File: src/rtl/codebook_prefix_engine.sv
// codebook_prefix_engine
// Keeps one active prefix and one symbol count for each low-entropy code
// channel. Each accepted symbol is appended to its channel's prefix, and the
// result is offered to the external codebook lookup. A hit emits a codeword
// and empties that channel. A flush walks every channel in order and emits a
// flush codeword for each channel that still holds symbols.
//
// Optional feature macro: CB_ERR_EN
//   defined   -> overflow, out-of-range index and an unmatched flush entry
//                set err_o; err_o stays set until reset.
//   undefined -> err_o is tied low; the datapath behaves the same.
//
// Handshakes (valid/ready): a transfer happens on a rising clock edge where
// valid and ready are both high. A producer holds valid and payload stable
// until that transfer. ready may depend on the same-cycle state of the
// consumer. m_* payload is registered and does not change while
// m_valid_o & !m_ready_i.
module codebook_prefix_engine #(
  parameter int NUM_CODES = 16,
  parameter int SYM_W     = 4,
  parameter int AP_W      = 64,
  parameter int CNT_W     = 6,
  parameter int ENC_W     = 21,
  parameter int LEN_W     = 6,
  localparam int IDX_W    = $clog2(NUM_CODES)
) (
  input  logic              clk_i,
  input  logic              rst_i,
  input  logic              s_valid_i,
  output logic              s_ready_o,
  input  logic [SYM_W-1:0]  s_sym_i,
  input  logic [IDX_W-1:0]  s_code_i,
  input  logic              flush_i,
  output logic              flush_busy_o,
  output logic [IDX_W-1:0]  lk_code_o,
  output logic [CNT_W-1:0]  lk_cnt_o,
  output logic [AP_W-1:0]   lk_data_o,
  output logic              lk_flush_o,
  input  logic              lk_match_i,
  input  logic [LEN_W-1:0]  lk_length_i,
  input  logic [ENC_W-1:0]  lk_data_i,
  output logic              m_valid_o,
  input  logic              m_ready_i,
  output logic [LEN_W-1:0]  m_length_o,
  output logic [ENC_W-1:0]  m_data_o,
  output logic [IDX_W-1:0]  m_code_o,
  output logic              err_o,
  output logic              dbg_state_o
);

  localparam int DEPTH = AP_W / SYM_W;
  localparam logic [CNT_W-1:0] DEPTH_CNT   = CNT_W'(DEPTH);
  localparam logic [IDX_W-1:0] LAST_IDX    = IDX_W'(NUM_CODES - 1);
  localparam logic [IDX_W:0]   NUM_CODES_X = (IDX_W + 1)'(NUM_CODES);

  typedef enum logic {
    ST_RUN   = 1'b0,
    ST_FLUSH = 1'b1
  } state_e;

  state_e           state_q, state_d;
  logic [IDX_W-1:0] ptr_q, ptr_d;

  logic [AP_W-1:0]  prefix_q [NUM_CODES];
  logic [CNT_W-1:0] cnt_q    [NUM_CODES];

  logic             m_valid_q;
  logic [LEN_W-1:0] m_length_q;
  logic [ENC_W-1:0] m_data_q;
  logic [IDX_W-1:0] m_code_q;

  logic             code_ok;
  logic [IDX_W-1:0] run_idx;
  logic             slot_free;
  logic             accept;
  logic             advance;
  logic             load_out;
  logic             err_event;
  logic             wr_en;
  logic [IDX_W-1:0] wr_idx;
  logic [AP_W-1:0]  wr_prefix;
  logic [CNT_W-1:0] wr_cnt;

  // Next state, lookup presentation and storage/output write decisions.
  always_comb begin
    code_ok    = ({1'b0, s_code_i} < NUM_CODES_X);
    // An out-of-range index is dropped, so its lookup view uses channel 0
    // to keep every array read in bounds.
    run_idx    = code_ok ? s_code_i : '0;
    slot_free  = !m_valid_q || m_ready_i;
    state_d    = state_q;
    ptr_d      = ptr_q;
    s_ready_o  = 1'b0;
    accept     = 1'b0;
    advance    = 1'b0;
    load_out   = 1'b0;
    err_event  = 1'b0;
    wr_en      = 1'b0;
    wr_idx     = run_idx;
    wr_prefix  = '0;
    wr_cnt     = '0;
    lk_code_o  = '0;
    lk_cnt_o   = '0;
    lk_data_o  = '0;
    lk_flush_o = 1'b0;
    case (state_q)
      ST_RUN: begin
        s_ready_o = slot_free;
        accept    = s_valid_i && slot_free;
        lk_code_o = s_code_i;
        lk_data_o = {prefix_q[run_idx][AP_W-SYM_W-1:0], s_sym_i};
        lk_cnt_o  = cnt_q[run_idx] + CNT_W'(1);
        if (accept) begin
          if (!code_ok) begin
            err_event = 1'b1;
          end else if (lk_match_i) begin
            // The channel is cleared: wr_prefix/wr_cnt keep their zero defaults.
            load_out = 1'b1;
            wr_en    = 1'b1;
          end else if (lk_cnt_o == DEPTH_CNT) begin
            wr_en     = 1'b1;
            err_event = 1'b1;
          end else begin
            wr_en     = 1'b1;
            wr_prefix = lk_data_o;
            wr_cnt    = lk_cnt_o;
          end
        end
        // Any symbol accepted in this same cycle is stored before the walk begins.
        if (flush_i) begin
          state_d = ST_FLUSH;
          ptr_d   = '0;
        end
      end
      ST_FLUSH: begin
        lk_code_o  = ptr_q;
        lk_data_o  = prefix_q[ptr_q];
        lk_cnt_o   = cnt_q[ptr_q];
        lk_flush_o = 1'b1;
        wr_idx     = ptr_q;
        if (cnt_q[ptr_q] == '0) begin
          advance = 1'b1;
        end else if (slot_free) begin
          load_out  = 1'b1;
          wr_en     = 1'b1;
          err_event = !lk_match_i;
          advance   = 1'b1;
        end
        if (advance) begin
          if (ptr_q == LAST_IDX) begin
            state_d = ST_RUN;
          end else begin
            ptr_d = ptr_q + IDX_W'(1);
          end
        end
      end
      default: state_d = ST_RUN;
    endcase
  end

  // FSM state and flush walk pointer.
  always_ff @(posedge clk_i or negedge rst_i) begin
    if (!rst_i) begin
      state_q <= ST_RUN;
      ptr_q   <= '0;
    end else begin
      state_q <= state_d;
      ptr_q   <= ptr_d;
    end
  end

  // Per-channel prefix and count storage; at most one channel written per cycle.
  always_ff @(posedge clk_i or negedge rst_i) begin
    if (!rst_i) begin
      for (int i = 0; i < NUM_CODES; i++) begin
        prefix_q[i] <= '0;
        cnt_q[i]    <= '0;
      end
    end else if (wr_en) begin
      prefix_q[wr_idx] <= wr_prefix;
      cnt_q[wr_idx]    <= wr_cnt;
    end
  end

  // Codeword output register: a new load takes priority over draining.
  always_ff @(posedge clk_i or negedge rst_i) begin
    if (!rst_i) begin
      m_valid_q  <= 1'b0;
      m_length_q <= '0;
      m_data_q   <= '0;
      m_code_q   <= '0;
    end else if (load_out) begin
      m_valid_q  <= 1'b1;
      m_length_q <= lk_length_i;
      m_data_q   <= lk_data_i;
      m_code_q   <= lk_code_o;
    end else if (m_ready_i) begin
      m_valid_q  <= 1'b0;
    end
  end

`ifdef CB_ERR_EN
  logic err_q;

  // Sticky error flag; only reset clears it.
  always_ff @(posedge clk_i or negedge rst_i) begin
    if (!rst_i) begin
      err_q <= 1'b0;
    end else if (err_event) begin
      err_q <= 1'b1;
    end
  end

  assign err_o = err_q;
`else
  // Error events are still decoded so both builds share one datapath.
  assign err_o = err_event & 1'b0;
`endif

  assign m_valid_o    = m_valid_q;
  assign m_length_o   = m_length_q;
  assign m_data_o     = m_data_q;
  assign m_code_o     = m_code_q;
  assign flush_busy_o = (state_q == ST_FLUSH);
  assign dbg_state_o  = state_q;

endmodule

File: config.mk
export PLATFORM = sky130hd
export DESIGN_NAME = codebook_prefix_engine
export DESIGN_NICKNAME = d
export VERILOG_FILES = /design/src/rtl/codebook_prefix_engine.sv
export SDC_FILE = /design/constraint.sdc
export NUM_CORES = 2
export LEC_CHECK = 0
export BUFFER_PORTS_ARGS = -buffer_cell sky130_fd_sc_hd__buf_2
export CORE_MARGIN = 1.5
export CORE_UTILIZATION = 60
export DETAILED_ROUTE_END_ITERATION = 6
export PLACE_DENSITY = 0.77
export SLEW_MARGIN = 0
export SYNTH_ARGS = -nofsm -noshare
export SYNTH_HDL_FRONTEND = slang
export SYNTH_SLANG_ARGS = --single-unit
export TNS_END_PERCENT = 10
File: constraint.sdc
create_clock -name clk_i -period 3.74 [get_ports clk_i]
set_input_delay 0.187 -clock clk_i [delete_from_list [all_inputs] [get_ports clk_i]]
set_output_delay 0.187 -clock clk_i [all_outputs]
set_load 0.02 [all_outputs]
After elaboration in Yosys (flattened, before gate mapping) --
Cells that the tools add are included.
Storage, ports and cells: flip-flop bits (word level) 1157, bits of input ports 41, output and inout port bits 111, logic and storage cells 111
Operators by class: add/sub/neg operators 2, magnitude comparators 4, equal/unequal tests 5, mux-type cells 51, bitwise operators 4, reduce and logical (&&, ||, !) cells 7
Operators with widths (count):
- bitwise mux 1024 bit | 1
- binary-select mux 64 bit (select 4 bit) | 2
- 2-to-1 mux 64 bit | 7
- demux 64 bit (select 4 bit) | 1
- one-hot mux 64 bit (2 select lines) | 1
- 2-to-1 mux 60 bit | 2
- bitwise mux 96 bit | 1
- 2-to-1 mux 6 bit | 9
- binary-select mux 6 bit (select 4 bit) | 2
- demux 6 bit (select 4 bit) | 1
- 2-to-1 mux 4 bit | 4
- one-hot mux 4 bit (2 select lines) | 2
- greater-or-equal comparator 5 bit, second input constant | 3
- NOT 4 -> 5 bit | 3
- 2-to-1 mux 1 bit | 14
- one-hot mux 6 bit (2 select lines) | 1
- adder 6 x 1 -> 6 bit, second input constant | 1
- == test 6 x 5 -> 1 bit, second input constant | 1
- logical NOT 6 bit | 1
- one-hot mux 1 bit (2 select lines) | 3
- < comparator 5 x 1 -> 1 bit, second input constant | 1
- adder 4 x 1 -> 4 bit, second input constant | 1
- == test 4 bit, second input constant | 1
- != test 2 bit, second input constant | 2
- 7 further kinds | 8

Logic depth before layout (Yosys ltp) --
depth after elaboration 11, mapped depth 15, depth with buffers taken out 10

Worst setup path after synthesis --
OpenSTA, ideal clock, no wires.
path type in2reg, start point in s_code_i[0], end point reg prefix_q[346] (netlist name), setup time 0.083 ns, arrival time 3.332 ns, required time 3.657 ns, slack 0.325 ns, stages 15, path buffers 5, cell sequence buf_2 buf_4 mux4_2 a22oi_1 nand2_1 ha_1 and3_1 a311oi_1 nor4_1 mux2i_1 buf_2 buf_2 nand3_1 clkbuf_1 o21ai_0
On the way: word-level cells in the longest chain between the ends 11, elaborated cells on any way between the ends 21, classes of those cells add/sub (1); order compare (2); eq/ne (1); mux (14); bitwise (2); reduce/logical (1)
Ends and longest elaborated chain:
- from (decl) | line 32 | input logic [IDX_W-1:0] s_code_i,
- NOT 4 -> 5 bit (implied by the code) | line 111, 112
- binary-select mux 6 bit (select 4 bit) | line 112 | lk_cnt_o = cnt_q[run_idx] + CNT_W'(1);
- 2-to-1 mux 6 bit (implied by the code) (2 in a row) | line 112
- adder 6 x 1 -> 6 bit | line 112
- == test 6 x 5 -> 1 bit | line 120 | end else if (lk_cnt_o == DEPTH_CNT) begin
- 2-to-1 mux 64 bit | line 120
- 2-to-1 mux 64 bit | line 116 | end else if (lk_match_i) begin
- 2-to-1 mux 64 bit | line 113 | if (accept) begin
- 2-to-1 mux 64 bit | line 106 | case (state_q)
- bitwise mux 1024 bit * | line 180 | prefix_q[wr_idx] <= wr_prefix;
- to (signal, indexed assignment) | line 180
- to (decl) | line 64 | logic [AP_W-1:0] prefix_q [NUM_CODES];
Every way passes the cells marked *; elsewhere a longest branch is shown, timed or not. The select of a mux whose other input is x is not followed. A chain may end at the register's enable or synchronous reset.

Final worst setup path --
start point reg ptr_q[1], end point out lk_data_o[27]
On the way: word-level cells in the longest chain between the ends 5
Ends and longest elaborated chain:
- from (decl) | line 62 | logic [IDX_W-1:0] ptr_q, ptr_d;
- from (signal assigned) | line 168 | ptr_q <= ptr_d;
- NOT 4 -> 5 bit (implied by the code) | line 137 | lk_data_o = prefix_q[ptr_q];
- binary-select mux 64 bit (select 4 bit) | line 137
- 2-to-1 mux 64 bit (implied by the code) (2 in a row) | line 137
- one-hot mux 64 bit (2 select lines) | line 106
- to (decl) | line 37 | output logic [AP_W-1:0] lk_data_o,
No other way between the ends. The select of a mux whose other input is x is not followed.

==> key figures <==
Pwr
  • Pwr/cell area: ~530 nW/um2
  • Leak Pwr: 28.2 nW
  • Max VDD drop: 664 uV
  • Total Power: between 0.03 and 0.04 W

Routing
  • Vias: about 44,000
  • Vias per cell: 6.80
  • DR iter-0 viols: roughly 5,200
  • Drt drc: 0
  • DRT Pass-1 Iters: 6
  • Number of antenna-violating nets in the routed design: 0
  • Routed WL: 169 mm
  • DR WL/cell: 25.8 um

GRT
  • Met3 Resource Use GR: ~6.4%
  • Initial antenna violation count: 2
  • Number of global-route vias before repair: roughly 46,000
  • Global route hottest layer: met2
  • Largest net degree at the start of global routing: 112
  • Grt met2 use: 57.1%
  • GR Overflow Total: 0
  • Grt met1 use: roughly 45%
  • Overall Global Routing Usage: between 30 and 40%
  • First-pass GRT wire length: approximately 260 mm

Timing
  • Worst hold slack: 28.6 ps
  • Final slew viol count: 0
  • Setup TNS: 0 ps
  • Highest Clock Rate: ~0.27 GHz
  • Final hold violation count: 0
  • # setup viols final: 0
  • Relative slew slack: a little under a third
  • Clk_skew: approximately 34 ps
  • Slew at the pin closest to its max-slew limit: around 1000 ps
  • Crit share post-route: roughly 100%
  • Tmin final: between 3000 and 4000 ps
  • RSZ-0062 raised after global routing: yes

Floorplanning
  • Die width: between 300 and 400 um
  • Starting density of the core: roughly three fifths
  • Die area: 99,600 um2
  • Die Y: around 320 um
  • # IOs: 152
  • Row Count: between 100 and 150
  • Core Box Area: 96,700 um2

Finish
  • Nets: ~5,200
  • Area delta synth->final: 12.8%
  • Layout cells sized above 1: 23.0%
  • Antenna diodes: 0

Critical path
  • Setup CP Type: reg -> out
  • Top cell family by delay on the critical path: flip-flops
  • Worst EP arrival: ~3500 ps
  • R2r startpoint: cnt_q[0]
  • Crit path largest cell delay: between 700 and 800 ps
  • Worst reg-to-reg path cell count: 11
  • WP data required: approximately 3600 ps
  • R2r setup slk: 40 ps
  • Buf+Inv Stages, Crit Path: 3
  • Startpoint types: register
  • Setup crit end kind: output pin
  • Slowest CP cell: dfrtp_4
  • Worst reg2reg path endpoint: prefix_q[890]
  • Worst-path maximum fanout: 32
  • Logic depth of the worst path, buffers included: 8
  • Critical path, cell by cell: buf_8, nor2_4, buf_12, a221oi_1, o21ai_0, o21ai_1, mux2_2, buf_2

Placed design
  • GP Congestion: ~0.85
  • Detailed Place HPWL: roughly 95 mm
  • I/O Buffers: 150

Yosys
  • Post-Synthesis Cells: between 5,000 and 6,000
  • Ys Warns: 0
  • Asr flop ratio synth: between 90% and 100%
  • Synth area leaders: dfrtp_1, mux4_2, o21ai_0
  • Number of flops mapped to enable cells by yosys: 0
  • Ys flop type: dfrtp_1
  • Synth top area share: between 40% and 50%
  • Synth cell count leaders: nand2_1, o21ai_0, dfrtp_1, mux4_2, clkbuf_1
  • Synth Net Count: 5,215
  • Most numerous cell in the Yosys netlist: nand2_1
  • Flop and latch count out of synthesis: ~1,200
  • Seq/Total Area, Yosys: just under 50%
  • Synth unique cells: 46
  • Post-Syn Area per Cell: around 11 um2
  • Post-Syn Area: between 50,000 and 60,000 um2
  • Area leader, netlist: dfrtp_1

Worst hold path
  • Worst hold path type: in -> reg
  • Worst Hold Path EP: prefix_q[896]
  • Worst hold path depth: 4
  • Hold Path Origin: s_sym_i[0]

Clock network
  • Clock Root Buffer: clkbuf_16
  • CTS tree: done
  • Clk sink count: 1,157
  • Number of buffers created by CTS: ~120
  • Clk buf depth: 3
  • Reg clk slew, reported paths: around 60 ps
  • Worst skew pair latency: just over 700 ps
  • H-tree depth: 3

Outcome
  • Status: completed

Run
  • Max Cap Viol: 0
-- power breakdown --
part	switching [W]	internal, W
combinational	0.00605	0.00313
sequential	0.000388	0.0128
clock	0.00511	0.00759
-- how the worst max path moves through the flow --
stage	to	start	slack, ps
final	lk_data_o[27]	ptr_q[1]	8
after global routing	prefix_q[115]	cnt_q[18]	-170
after CTS	lk_data_o[27]	ptr_q[1]	-40
after detailed placement	cnt_q[19]	s_code_i[0]	-9
after global placement	prefix_q[306]	s_code_i[0]	140
after floorplan	prefix_q[346]	s_code_i[0]	330
-- cell usage in the layout (no fill, tap or decap), drive strengths merged, types with 10 or more instances in the layout --
master and n:
dfrtp 1157, mux2 54, a221oi 38, a21o 25, a21oi 28, nand2 1315, dlygate4sd3 32, mux4 598
bufinv 17, inv 10, o21ai 1189, clkinv 24, clkbuf 171, buf 351, nor2 31, mux2i 87
nand3 71
-- registers in the layout, indices dropped and copies added, names as in the netlist --
signal       count
m_valid_o        1
dbg_state_o      1
cnt_q           96
m_data_o        21
m_code_o         4
prefix_q      1024
ptr_q            4
m_length_o       6
-- tightest hold or removal path: cells and delay by family --
kind | cells | cell delay (ps)
buf+inv | 2 | 310
compound gates | 1 | 90
simple gates | 1 | 90
-- metal layers --
metal  part of all wire [%]  routed length (um)  vias to the layer above
met4                    4.7                7930                        2
met5                 0.0077                  13                        -
met1                     37               62200                    22616
met3                    9.2               15500                      569
met2                     49               83000                     2553
li1                       -                   -                    18681
-- stage by stage --
| step | cells | setup WS, ps | util [%] | area (um2) |
|---|---|---|---|---|
| 4_1_cts | 6536 | -37.5 | 68.4 | 66100 |
| 2_1_floorplan | 5172 | 325 | - | 58600 |
| 3_3_place_gp | 6282 | 143 | 63.6 | 61500 |
| 5_1_grt | 6536 | -168 | 68.4 | 66200 |
| 3_5_place_dp | 6282 | -9.47 | 63.6 | 61500 |
| 6_report | 6536 | 8.41 | 68.4 | 66200 |
-- kinds of logic (layout without fill, tap and decap cells) --
kind of cell / after synthesis / count (layout) / share of synthesized area (%)
AO/OA/AOI/OAI: 1305 / 1305 / 11.7
XOR/XNOR: 4 / 4 / 0.0598
adder cells (fa/ha/maj): 2 / 2 / 0.0427
buffers and inverters: 523 / 611 / 3.81
flip-flops: 1157 / 1157 / 49.4
multiplexers: 739 / 739 / 25.5
other: 1 / 1 / 0.00640
AND/OR/NAND/NOR: 1441 / 1441 / 9.52
-- repair_timing --
item | CTS | global route
gates resized for setup | 5 | 12
endpoints found under the hold margin | 117 | 0
gates cloned | 2 | 0
buffers inserted | 0 | 0
hold buffers | 32 | 0
setup endpoints to repair | 33 | 212
-- layout make-up --
class                           count  area, um2
Multi-Input combinational cell   3492      27700
Tap cell                         1276       1600
Inverter                            7       41.3
Fill cell                        6619      30600
Clock buffer                      171       3460
Clock inverter                     49        736
Sequential cell                  1157      29000
Timing Repair Buffer              384       3700
Note: power is estimated with default switching activity, not from simulation.
